[src/rtl/i2s_dac_tx_if.sv]
// -----------------------------------------------------------------------------
// i2s_dac_tx_if
// Stereo sample stream bundle feeding the I2S DAC transmitter.
//   left_data / left_valid / left_ready    : left channel ready/valid stream
//   right_data / right_valid / right_ready : right channel ready/valid stream
// Modports:
//   master : sample producer (drives data/valid, observes ready)
//   slave  : sample consumer (observes data/valid, drives ready)
// -----------------------------------------------------------------------------
interface i2s_dac_tx_if #(
   parameter int unsigned DATA_W = 16
);
   logic [DATA_W-1:0] left_data;
   logic              left_valid;
   logic              left_ready;
   logic [DATA_W-1:0] right_data;
   logic              right_valid;
   logic              right_ready;

   modport master (
      output left_data, left_valid, right_data, right_valid,
      input  left_ready, right_ready
   );

   modport slave (
      input  left_data, left_valid, right_data, right_valid,
      output left_ready, right_ready
   );
endinterface

[src/rtl/i2s_dac_tx.sv]
// -----------------------------------------------------------------------------
// i2s_dac_tx
// Buffers left/right samples in per-channel FIFOs and shifts them out in I2S
// format on the WM8731 DAC data pin. The codec masters BCLK and DACLRCK; both
// are synchronized into the clk domain and only their edges are used here.
// Ports:
//   i_clk, i_rst_n   : system clock, synchronous active-low reset
//   io_snk           : left/right sample stream sinks (slave modport)
//   i_aud_bclk       : codec bit clock (asynchronous)
//   i_aud_daclrck    : codec DAC LR clock (asynchronous), 0 = left, 1 = right
//   o_aud_dacdat     : registered serial DAC data
//   o_underrun       : one-cycle pulse when a slot loads from an empty FIFO
//   o_underrun_cnt   : saturating underrun count
// -----------------------------------------------------------------------------
module i2s_dac_tx #(
   parameter int unsigned DATA_W     = 16,
   parameter int unsigned FIFO_DEPTH = 4
) (
   input  logic        i_clk,
   input  logic        i_rst_n,
   i2s_dac_tx_if.slave io_snk,
   input  logic        i_aud_bclk,
   input  logic        i_aud_daclrck,
   output logic        o_aud_dacdat,
   output logic        o_underrun,
   output logic [15:0] o_underrun_cnt
);
   localparam int unsigned PtrW = $clog2(FIFO_DEPTH);
   localparam int unsigned CntW = PtrW + 1;
   localparam int unsigned BitW = $clog2(DATA_W + 1);

   typedef enum logic [1:0] {StUnarmed, StDelay, StShift, StPad} state_e;

   // ---------------------------------------------------------------- sync
   logic [1:0] r_bclk_sync;
   logic [1:0] r_lrck_sync;
   logic       r_bclk_prev;
   logic       r_lr_q;
   logic       w_fall_evt;
   logic       w_lr_chg;
   logic       w_lr_new;

   always_ff @(posedge i_clk) begin
      if (!i_rst_n) begin
         r_bclk_sync <= '0;
         r_lrck_sync <= '0;
         r_bclk_prev <= 1'b0;
         r_lr_q      <= 1'b0;
      end else begin
         r_bclk_sync <= {r_bclk_sync[0], i_aud_bclk};
         r_lrck_sync <= {r_lrck_sync[0], i_aud_daclrck};
         r_bclk_prev <= r_bclk_sync[1];
         if (w_fall_evt) r_lr_q <= r_lrck_sync[1];
      end
   end

   assign w_fall_evt = r_bclk_prev & ~r_bclk_sync[1];
   assign w_lr_new   = r_lrck_sync[1];
   assign w_lr_chg   = w_fall_evt & (w_lr_new != r_lr_q);

   // ---------------------------------------------------------------- FIFOs
   // Index 0 = left, 1 = right.
   logic [DATA_W-1:0] r_mem     [2][FIFO_DEPTH];
   logic [PtrW-1:0]   r_wr_ptr  [2];
   logic [PtrW-1:0]   r_rd_ptr  [2];
   logic [CntW-1:0]   r_count   [2];
   logic [CntW-1:0]   w_count_nxt [2];
   logic [DATA_W-1:0] w_wdata   [2];
   logic [1:0]        r_ready;
   logic [1:0]        w_push;
   logic [1:0]        w_pop;
   logic [1:0]        w_empty;
   logic [DATA_W-1:0] w_head;
   logic              w_load;

   assign w_wdata[0] = io_snk.left_data;
   assign w_wdata[1] = io_snk.right_data;
   assign w_push[0]  = io_snk.left_valid & r_ready[0];
   assign w_push[1]  = io_snk.right_valid & r_ready[1];
   assign w_empty[0] = (r_count[0] == '0);
   assign w_empty[1] = (r_count[1] == '0);
   // An empty FIFO is never popped, even if a push lands in the same cycle.
   assign w_pop[0]   = w_load & ~w_lr_new & ~w_empty[0];
   assign w_pop[1]   = w_load & w_lr_new & ~w_empty[1];
   assign w_head     = r_mem[w_lr_new][r_rd_ptr[w_lr_new]];

   assign io_snk.left_ready  = r_ready[0];
   assign io_snk.right_ready = r_ready[1];

   always_comb begin
      for (int ch = 0; ch < 2; ch++) begin
         w_count_nxt[ch] = r_count[ch];
         if (w_push[ch] && !w_pop[ch]) begin
            w_count_nxt[ch] = r_count[ch] + CntW'(1);
         end else if (w_pop[ch] && !w_push[ch]) begin
            w_count_nxt[ch] = r_count[ch] - CntW'(1);
         end
      end
   end

   always_ff @(posedge i_clk) begin
      for (int ch = 0; ch < 2; ch++) begin
         if (w_push[ch]) r_mem[ch][r_wr_ptr[ch]] <= w_wdata[ch];
      end
   end

   always_ff @(posedge i_clk) begin
      for (int ch = 0; ch < 2; ch++) begin
         if (!i_rst_n) begin
            r_wr_ptr[ch] <= '0;
            r_rd_ptr[ch] <= '0;
            r_count[ch]  <= '0;
            r_ready[ch]  <= 1'b0;
         end else begin
            if (w_push[ch]) r_wr_ptr[ch] <= r_wr_ptr[ch] + PtrW'(1);
            if (w_pop[ch])  r_rd_ptr[ch] <= r_rd_ptr[ch] + PtrW'(1);
            r_count[ch] <= w_count_nxt[ch];
            // Ready reflects occupancy after this cycle's push/pop.
            r_ready[ch] <= (w_count_nxt[ch] != CntW'(FIFO_DEPTH));
         end
      end
   end

   // ---------------------------------------------------------------- FSM
   state_e            r_state;
   state_e            w_state_nxt;
   logic [DATA_W-1:0] r_shreg;
   logic [BitW-1:0]   r_bit_cnt;
   logic              r_dacdat;
   logic              r_underrun;
   logic [15:0]       r_underrun_cnt;
   logic              w_shift;
   logic              w_clear;
   logic              w_bit_done;

   assign w_bit_done = (r_bit_cnt == '0);

   always_ff @(posedge i_clk) begin
      if (!i_rst_n) r_state <= StUnarmed;
      else          r_state <= w_state_nxt;
   end

   always_comb begin
      w_state_nxt = r_state;
      unique case (r_state)
         StUnarmed: if (w_lr_chg && !w_lr_new) w_state_nxt = StDelay;
         StDelay: begin
            if (w_lr_chg)        w_state_nxt = StDelay;
            else if (w_fall_evt) w_state_nxt = StShift;
         end
         StShift: begin
            if (w_lr_chg)                      w_state_nxt = StDelay;
            else if (w_fall_evt && w_bit_done) w_state_nxt = StPad;
         end
         StPad: if (w_lr_chg) w_state_nxt = StDelay;
      endcase
   end

   always_comb begin
      w_load  = 1'b0;
      w_shift = 1'b0;
      w_clear = 1'b0;
      unique case (r_state)
         // Arm only at the start of a left slot so frames stay aligned.
         StUnarmed: w_load = w_lr_chg & ~w_lr_new;
         StDelay: begin
            w_load  = w_lr_chg;
            w_shift = w_fall_evt & ~w_lr_chg;
         end
         StShift: begin
            w_load  = w_lr_chg;
            w_shift = w_fall_evt & ~w_lr_chg & ~w_bit_done;
            w_clear = w_fall_evt & ~w_lr_chg & w_bit_done;
         end
         StPad: w_load = w_lr_chg;
      endcase
   end

   always_ff @(posedge i_clk) begin
      if (!i_rst_n) begin
         r_shreg        <= '0;
         r_bit_cnt      <= '0;
         r_dacdat       <= 1'b0;
         r_underrun     <= 1'b0;
         r_underrun_cnt <= '0;
      end else begin
         r_underrun <= 1'b0;
         if (w_load) begin
            r_bit_cnt <= BitW'(DATA_W);
            r_dacdat  <= 1'b0;  // I2S one-bit delay slot
            if (w_empty[w_lr_new]) begin
               r_shreg    <= '0;
               r_underrun <= 1'b1;
               if (r_underrun_cnt != 16'hFFFF) r_underrun_cnt <= r_underrun_cnt + 16'd1;
            end else begin
               r_shreg <= w_head;
            end
         end else if (w_shift) begin
            r_dacdat  <= r_shreg[DATA_W-1];
            r_shreg   <= r_shreg << 1;
            r_bit_cnt <= r_bit_cnt - BitW'(1);
         end else if (w_clear) begin
            r_dacdat <= 1'b0;
         end
      end
   end

   assign o_aud_dacdat   = r_dacdat;
   assign o_underrun     = r_underrun;
   assign o_underrun_cnt = r_underrun_cnt;
endmodule

[src/flat_wrapper.sv]
// flat-port wrapper written by rule: the top's interface ports become plain ports
module i2s_dac_tx_flat 
#(
   parameter int unsigned DATA_W     = 16,
   parameter int unsigned FIFO_DEPTH = 4
)
  (i_clk, i_rst_n, i_aud_bclk, i_aud_daclrck, o_aud_dacdat, o_underrun, o_underrun_cnt, io_snk_left_data, io_snk_left_valid, io_snk_right_data, io_snk_right_valid, io_snk_left_ready, io_snk_right_ready);
  i2s_dac_tx_if #(.DATA_W(DATA_W)) io_snk_i ();
  input  logic i_clk;
  input  logic i_rst_n;
  input  logic i_aud_bclk;
  input  logic i_aud_daclrck;
  output logic o_aud_dacdat;
  output logic o_underrun;
  output logic [15:0] o_underrun_cnt;
  input wire logic [$bits(io_snk_i.left_data)-1:0] io_snk_left_data;
  input wire logic [$bits(io_snk_i.left_valid)-1:0] io_snk_left_valid;
  input wire logic [$bits(io_snk_i.right_data)-1:0] io_snk_right_data;
  input wire logic [$bits(io_snk_i.right_valid)-1:0] io_snk_right_valid;
  output wire logic [$bits(io_snk_i.left_ready)-1:0] io_snk_left_ready;
  output wire logic [$bits(io_snk_i.right_ready)-1:0] io_snk_right_ready;
  assign io_snk_i.left_data = io_snk_left_data;
  assign io_snk_i.left_valid = io_snk_left_valid;
  assign io_snk_i.right_data = io_snk_right_data;
  assign io_snk_i.right_valid = io_snk_right_valid;
  assign io_snk_left_ready = io_snk_i.left_ready;
  assign io_snk_right_ready = io_snk_i.right_ready;
  i2s_dac_tx #(.DATA_W(DATA_W), .FIFO_DEPTH(FIFO_DEPTH)) u_core (.i_clk(i_clk), .i_rst_n(i_rst_n), .io_snk(io_snk_i), .i_aud_bclk(i_aud_bclk), .i_aud_daclrck(i_aud_daclrck), .o_aud_dacdat(o_aud_dacdat), .o_underrun(o_underrun), .o_underrun_cnt(o_underrun_cnt));
endmodule
[config.mk]
export PLATFORM = sky130hd
export DESIGN_NAME = i2s_dac_tx_flat
export DESIGN_NICKNAME = d
export VERILOG_FILES = /design/src/rtl/i2s_dac_tx_if.sv /design/src/rtl/i2s_dac_tx.sv /design/src/flat_wrapper.sv
export SDC_FILE = /design/constraint.sdc
export NUM_CORES = 1
export LEC_CHECK = 0
export ABC_AREA = 1
export CAP_MARGIN = 0
export CORE_MARGIN = 2
export CORE_UTILIZATION = 30
export CTS_CLUSTER_DIAMETER = 40
export DETAILED_ROUTE_END_ITERATION = 12
export GPL_TIMING_DRIVEN = 0
export PLACE_DENSITY_LB_ADDON = 0.08
export SLEW_MARGIN = 20
export SYNTH_ARGS = -nofsm -noshare
export SYNTH_HDL_FRONTEND = slang
export SYNTH_SLANG_ARGS = --single-unit
[constraint.sdc]
create_clock -name i_clk -period 3.86 [get_ports i_clk]
set_input_delay 0.965 -clock i_clk [delete_from_list [all_inputs] [get_ports i_clk]]
set_output_delay 0.965 -clock i_clk [all_outputs]
set_load 0.1 [all_outputs]
* After elaboration in Yosys (flattened, before gate mapping)
Memory sizes are Yosys's and may differ from the RTL's. A register that Yosys moved wholly into a read port is not among the register bits.
Index checks and enable logic that the tools add are counted.
** Operators by class
- Div/mod/pow operators :: 0
- Multiplexer cells :: 55
- Bitwise gates (word level) :: 28
- Reduce and logical (&&, ||, !) cells :: 24
- Shift operators :: 0
- Add/subtract/negate cells :: 10
- Equal/unequal tests :: 11
- Multipliers :: 0
- Order comparisons :: 6
** Operator list (count)
- $mux 64 :: 2
- $mux 16 :: 7
- $demux 16 s2 :: 2
- $bmux 16 s2 :: 1
- $mux 1 :: 22
- $mux 2 :: 10
- $mux 3 :: 6
- $add 16x1->16 const B :: 1
- $ne 16x16->1 const B :: 1
- $and 1x1->1 :: 12
- $mux 5 :: 2
- $ge 3x3->1 const B :: 3
- $not 2->3 :: 3
- $add 2x1->2 const B :: 4
- $logic_and 1x1->1 :: 8
- $pmux 2 s4 :: 1
- $not 1->1 :: 7
- $add 3x1->3 const B :: 2
- $logic_not 3->1 :: 2
- $lt 3x1->1 const B :: 2
- $ne 3x1->1 const B :: 2
- $ne 3x3->1 const B :: 2
- $or 1x1->1 :: 6
- $sub 3x1->3 const B :: 2
- 16 further kinds :: 24
** Word-level totals
- Bits in writable memories :: 142
- Memories :: 4
- Latch bits :: 0
- Output and inout bits :: 20
- ROM bits :: 0
- Logic and storage cells :: 150
- Bits of input ports :: 38
- Flip-flop bits (word level) :: 49
** Memory list
- u_core.r_mem :: words 2, bits a word 64, read ports 1, clocked after memory_dff 1, write ports 2, line i2s_dac_tx.sv:63 : logic [DATA_W-1:0] r_mem [2][FIFO_DEPTH];
- u_core.r_count :: words 2, bits a word 3, read ports 2, clocked after memory_dff 0, write ports 2, line i2s_dac_tx.sv:66 : logic [CntW-1:0] r_count [2];
- u_core.r_rd_ptr :: words 2, bits a word 2, read ports 3, clocked after memory_dff 1, write ports 2, line i2s_dac_tx.sv:65 : logic [PtrW-1:0] r_rd_ptr [2];
- u_core.r_wr_ptr :: words 2, bits a word 2, read ports 2, clocked after memory_dff 0, write ports 2, line i2s_dac_tx.sv:64 : logic [PtrW-1:0] r_wr_ptr [2];

* Depth between registers and ports, before layout
- Word-level depth :: 11
- Depth in mapped cells :: 11
- Depth with buffers taken out :: 11

* Worst setup path after synthesis
Ideal clock, no wire load.
- Path type :: reg-to-reg
- Start point :: register u_core.r_ready[1]
- End point :: memory u_core.r_mem[1][0] (netlist name), enable pin
- Path buffers :: 0
- Data required time :: 3471 ps
- Path slack :: 1370 ps
- Arrival time :: 2102 ps
- Setup time :: 389 ps
- Clock period less this slack :: 2490 ps
- Cell stages (with the launch flop) :: 3
- Cells stage by stage :: dfxtp_1 nand2_1 nor2_1
** RTL lines
- start: declaration :: line i2s_dac_tx.sv:69 : logic [1:0] r_ready;
- start signal: indexed assignment :: line i2s_dac_tx.sv:119 : r_ready[ch] <= (w_count_nxt[ch] != CntW'(FIFO_DEPTH));
- end: declaration :: line i2s_dac_tx.sv:63

* Worst setup path in the final report
- Start point :: register u_core.r_underrun_cnt[0] (netlist: u_core.o_underrun_cnt[0])
- End point :: output port o_underrun_cnt[0]
** RTL lines
- start: declaration :: line i2s_dac_tx.sv:131 : logic [15:0] r_underrun_cnt;
- start signal: assignment :: line i2s_dac_tx.sv:194 : if (r_underrun_cnt != 16'hFFFF) r_underrun_cnt <= r_underrun_cnt + 16'd1;
- end: declaration :: line flat_wrapper.sv:15 : output logic [15:0] o_underrun_cnt;
No word-level cell between the ends.

==> summary.txt <==
Power and ir drop
  – Switching Power: 1.330 mW
  – Power Dens Cells: 470.4 nW/um2
  – Cell-internal power: 3.515 mW
  – VDD IR max: 213.6 uV
  – Switch share: a little over a quarter
  – Power Total: 4.845 mW
  – Seq pwr share: 49.0%
  – Pleak: 3.824 nW
  – Combinational power share: 12.3%
  – Clock Power Share: between 30% and 40%

Place
  – DPL Wire Length: 15570 um
  – Dpl cells: 1308
  – # port buffers: 57
  – GPL Wtd Cong: 0.7275

Synth
  – EDFF count, synth: 136
  – Synth Net Count: 929
  – Ys flop type: edfxtp_1
  – Xor/xnor share of the synthesized area: 1.642%
  – Yosys reg bits: approximately 190
  – Syn avg cell area: between 9 and 10 um2
  – Post-synthesis mux area share: 0%
  – Mapped cell area: 8532 um2
  – Synth Area in Simple Gates: 23.24%
  – Compound-Gate Fraction of Synth Area: 5.851%
  – Sequential area share after synthesis: 61.01%
  – Post-synthesis cell count: 870
  – Largest family of logic cells by synthesized area: simple AND/OR/NAND/NOR gates
  – Adder-Cell Fraction of Synth Area: 3.080%
  – Synth async-reset ratio: 0%
  – Syn. warnings: 0
  – Netlist cell types: 35

Flow run
  – Maxcap violations: 0

Clock network
  – CTS max path bufs: 2
  – CTS H-Tree Depth: 4
  – Num CTS Buffers: 17
  – CTS tree: yes
  – # resized after CTS: 0
  – Clk_lat worst skew: 0.44 ns
  – CTS root buffer: clkbuf_16
  – Clk pin slew, worst setup/hold paths: 0.08 ns
  – Clock Sink Count: 192
  – # hold bufs at CTS: 0
  – # Post-CTS Setup Buffers: 0

Routing
  – Initial drt markers: 312
  – DR WL met3: 687 um
  – WL final: roughly 23000 um
  – Wire per inst: 16.92 um
  – Total number of vias: 6086
  – Top Metal Used: met4
  – TritonRoute pass-1 iters: 4
  – Detail Route Antenna Nets: 0
  – WL met2: 10330 um
  – Vias per std cell: between 4 and 5
  – DRC: 0
  – DRT met1 WL: 11240 um

Setup path
  – CP Data Arrival Time: between 2 and 2.5 ns
  – Slowest stage delay, CP: 1.18 ns
  – Crit end category: primary output
  – Setup crit start kind: register
  – Crit path max fanout: 6
  – Buffer and inverter count on the worst path: 1
  – CP Class: register to primary output
  – Crit-path cells: clkdlybuf4s50_1
  – Slowest CP cell: clkdlybuf4s50_1
  – Worst EP required: slightly below 3 ns
  – Largest delay share family, worst path: buffers and inverters

Floorplanning
  – Die area: about 30000 um2
  – Num rows: 61
  – Die Y: 172.6 um
  – Core area: 27860 um2
  – Die Wd: around 170 um
  – Initial Util: between 30% and 40%
  – Io pins: 58

STA
  – Setup tns final: 0 ns
  – Final-report setup violation count: 0
  – F_max: 0.3285 GHz
  – Fin crit period: 3.044 ns
  – Slew Limit Fails: 0
  – Worst clock skew: 0.01486 ns
  – Final period util: 78.85%
  – Relative slew slack: between 30% and 40%
  – Hold Vio Cnt, Final: 0
  – Worst slew pin tran: 0.9852 ns
  – RSZ-0062 raised after global routing: no

Hold path
  – Hold/Removal Path Class: register to register

GRT
  – Initial antenna violation count: 0
  – GRT Total Usage: 15.42%
  – First-pass GRT wire length: ~35000 um
  – GRT overflow: 0
  – Vias in the first global route: 5998
  – Largest net degree at the start of global routing: 21

Finish
  – ANT cells: 0
  – Fraction of layout cells with a size suffix above 1: 10.19%
  – Layout Cells excl Fill: 1340
  – Nets@finish: 1008
  – Area grow syn2layout: 20.71%

Run status
  – Status: finished clean
synth_stat cells, types with 2 or more instances:
cell type	count	area share [%]
o21ai_1	4	0.23
o21ai_2	2	0.21
nand2_1	259	11
buf_2	9	0.53
nor3_1	12	0.70
edfxtp_1	136	48
nor2_4	2	0.26
buf_1	3	0.13
clkbuf_1	19	0.84
nor2_1	27	1.2
nor2_2	3	0.22
nand4_1	5	0.37
dfxtp_1	56	13
nand2_4	2	0.26
a21oi_1	34	2.0
nand3_1	119	7.0
nor3b_1	4	0.35
xnor2_1	4	0.41
buf_6	3	0.40
inv_2	5	0.22
xor2_1	12	1.2
nand2_2	11	0.81
o21ai_0	36	2.1
ha_1	21	3.1
inv_1	62	2.7
a21oi_2	11	1.1
final timing paths:
path	start	endpoint	slack, ns	cells after the start
hold / removal	u_core.r_bclk_sync[0]	u_core.r_bclk_sync[1]	0.44	2
setup / recovery	u_core.o_underrun_cnt[0]	o_underrun_cnt[0]	0.82	1
hold reg to reg	u_core.r_bclk_sync[0]	u_core.r_bclk_sync[1]	0.44	2
setup reg to reg	u_core.r_rd_ptr[1][0]	u_core.r_shreg[4]	1.69	9
cells in the final DEF (no fill, tap or decap), types with 17 or more instances in the layout:
cell type        count
ha_1                21
dfxtp_1             56
clkdlybuf4s50_1     57
inv_1               62
clkbuf_1            19
clkbuf_16           17
nor2_1              19
a21oi_1             34
o21ai_0             36
nand3_1            119
nand2_1            259
edfxtp_1           136
worst min-delay path, cell delays in order, from the launching register on:
cell and delay [ns]:
dfxtp_1 0.31, nand2_1 0.05, inv_1 0.03
final cells by class:
type                       count  area, um2
buffer                        36      183.9
timing repair buffer          60      611.8
fill                        2844      17560
sequential                   192       5205
inverter                      68      257.7
clock inverter                15      211.5
tap                          378      473.0
clock buffer                  17      425.4
multi-input combinational    574       2930
registers in the layout (all words and copies together), names as in the netlist, named ones only:
| signal | flops |
|---|---|
| u_core.o_aud_dacdat | 1 |
| u_core.o_underrun | 1 |
| u_core.o_underrun_cnt | 16 |
| u_core.r_bclk_prev | 1 |
| u_core.r_bclk_sync | 2 |
| u_core.r_bit_cnt | 5 |
| u_core.r_count | 6 |
| u_core.r_lr_q | 1 |
| u_core.r_lrck_sync | 2 |
| u_core.r_mem | 128 |
| u_core.r_rd_ptr | 4 |
| u_core.r_ready | 2 |
| u_core.r_shreg | 16 |
| u_core.r_state | 2 |
| u_core.r_wr_ptr | 4 |
kinds of logic (layout without fill, tap and decap cells):
family                     after synthesis  count (layout)
and+or+nand+nor                        448             448
DFF                                    192             192
buffers and inverters                  104             196
AOI/OAI and AO/OA                       89              89
adders and majority gates               21              21
xor gates and xnor gates                16              16
per-layer routing:
layer  up-vias  track usage (%)
met3        28            2.595
li1       3090                -
met2       107            24.48
met1      2861            21.48
met5         -                0
met4         0            4.950
stage by stage:
stage | cell area [um2] | hold WS (ns) | worst slack [ns] | util [%]
2_1_floorplan | 8532 | 0.3905 | 1.370 | -
3_3_place_gp | 9575 | 0.4226 | 0.05715 | 34.37
3_5_place_dp | 9662 | 0.4216 | 0.9067 | 34.68
4_1_cts | 10300 | 0.4463 | 0.7768 | 36.97
5_1_grt | 10300 | 0.4571 | 0.7472 | 36.97
6_report | 10300 | 0.4373 | 0.8163 | 36.97
power groups by stage:
stage	registers, mW	logic, mW	clock network, mW
2_1_floorplan	2.45	0.333	0
3_3_place_gp	2.43	0.580	0
3_5_place_dp	2.42	0.602	0
4_1_cts	2.38	0.604	1.94
5_1_grt	2.39	0.665	2.00
6_report	2.37	0.594	1.88
Note: power is estimated with default switching activity, not from simulation.
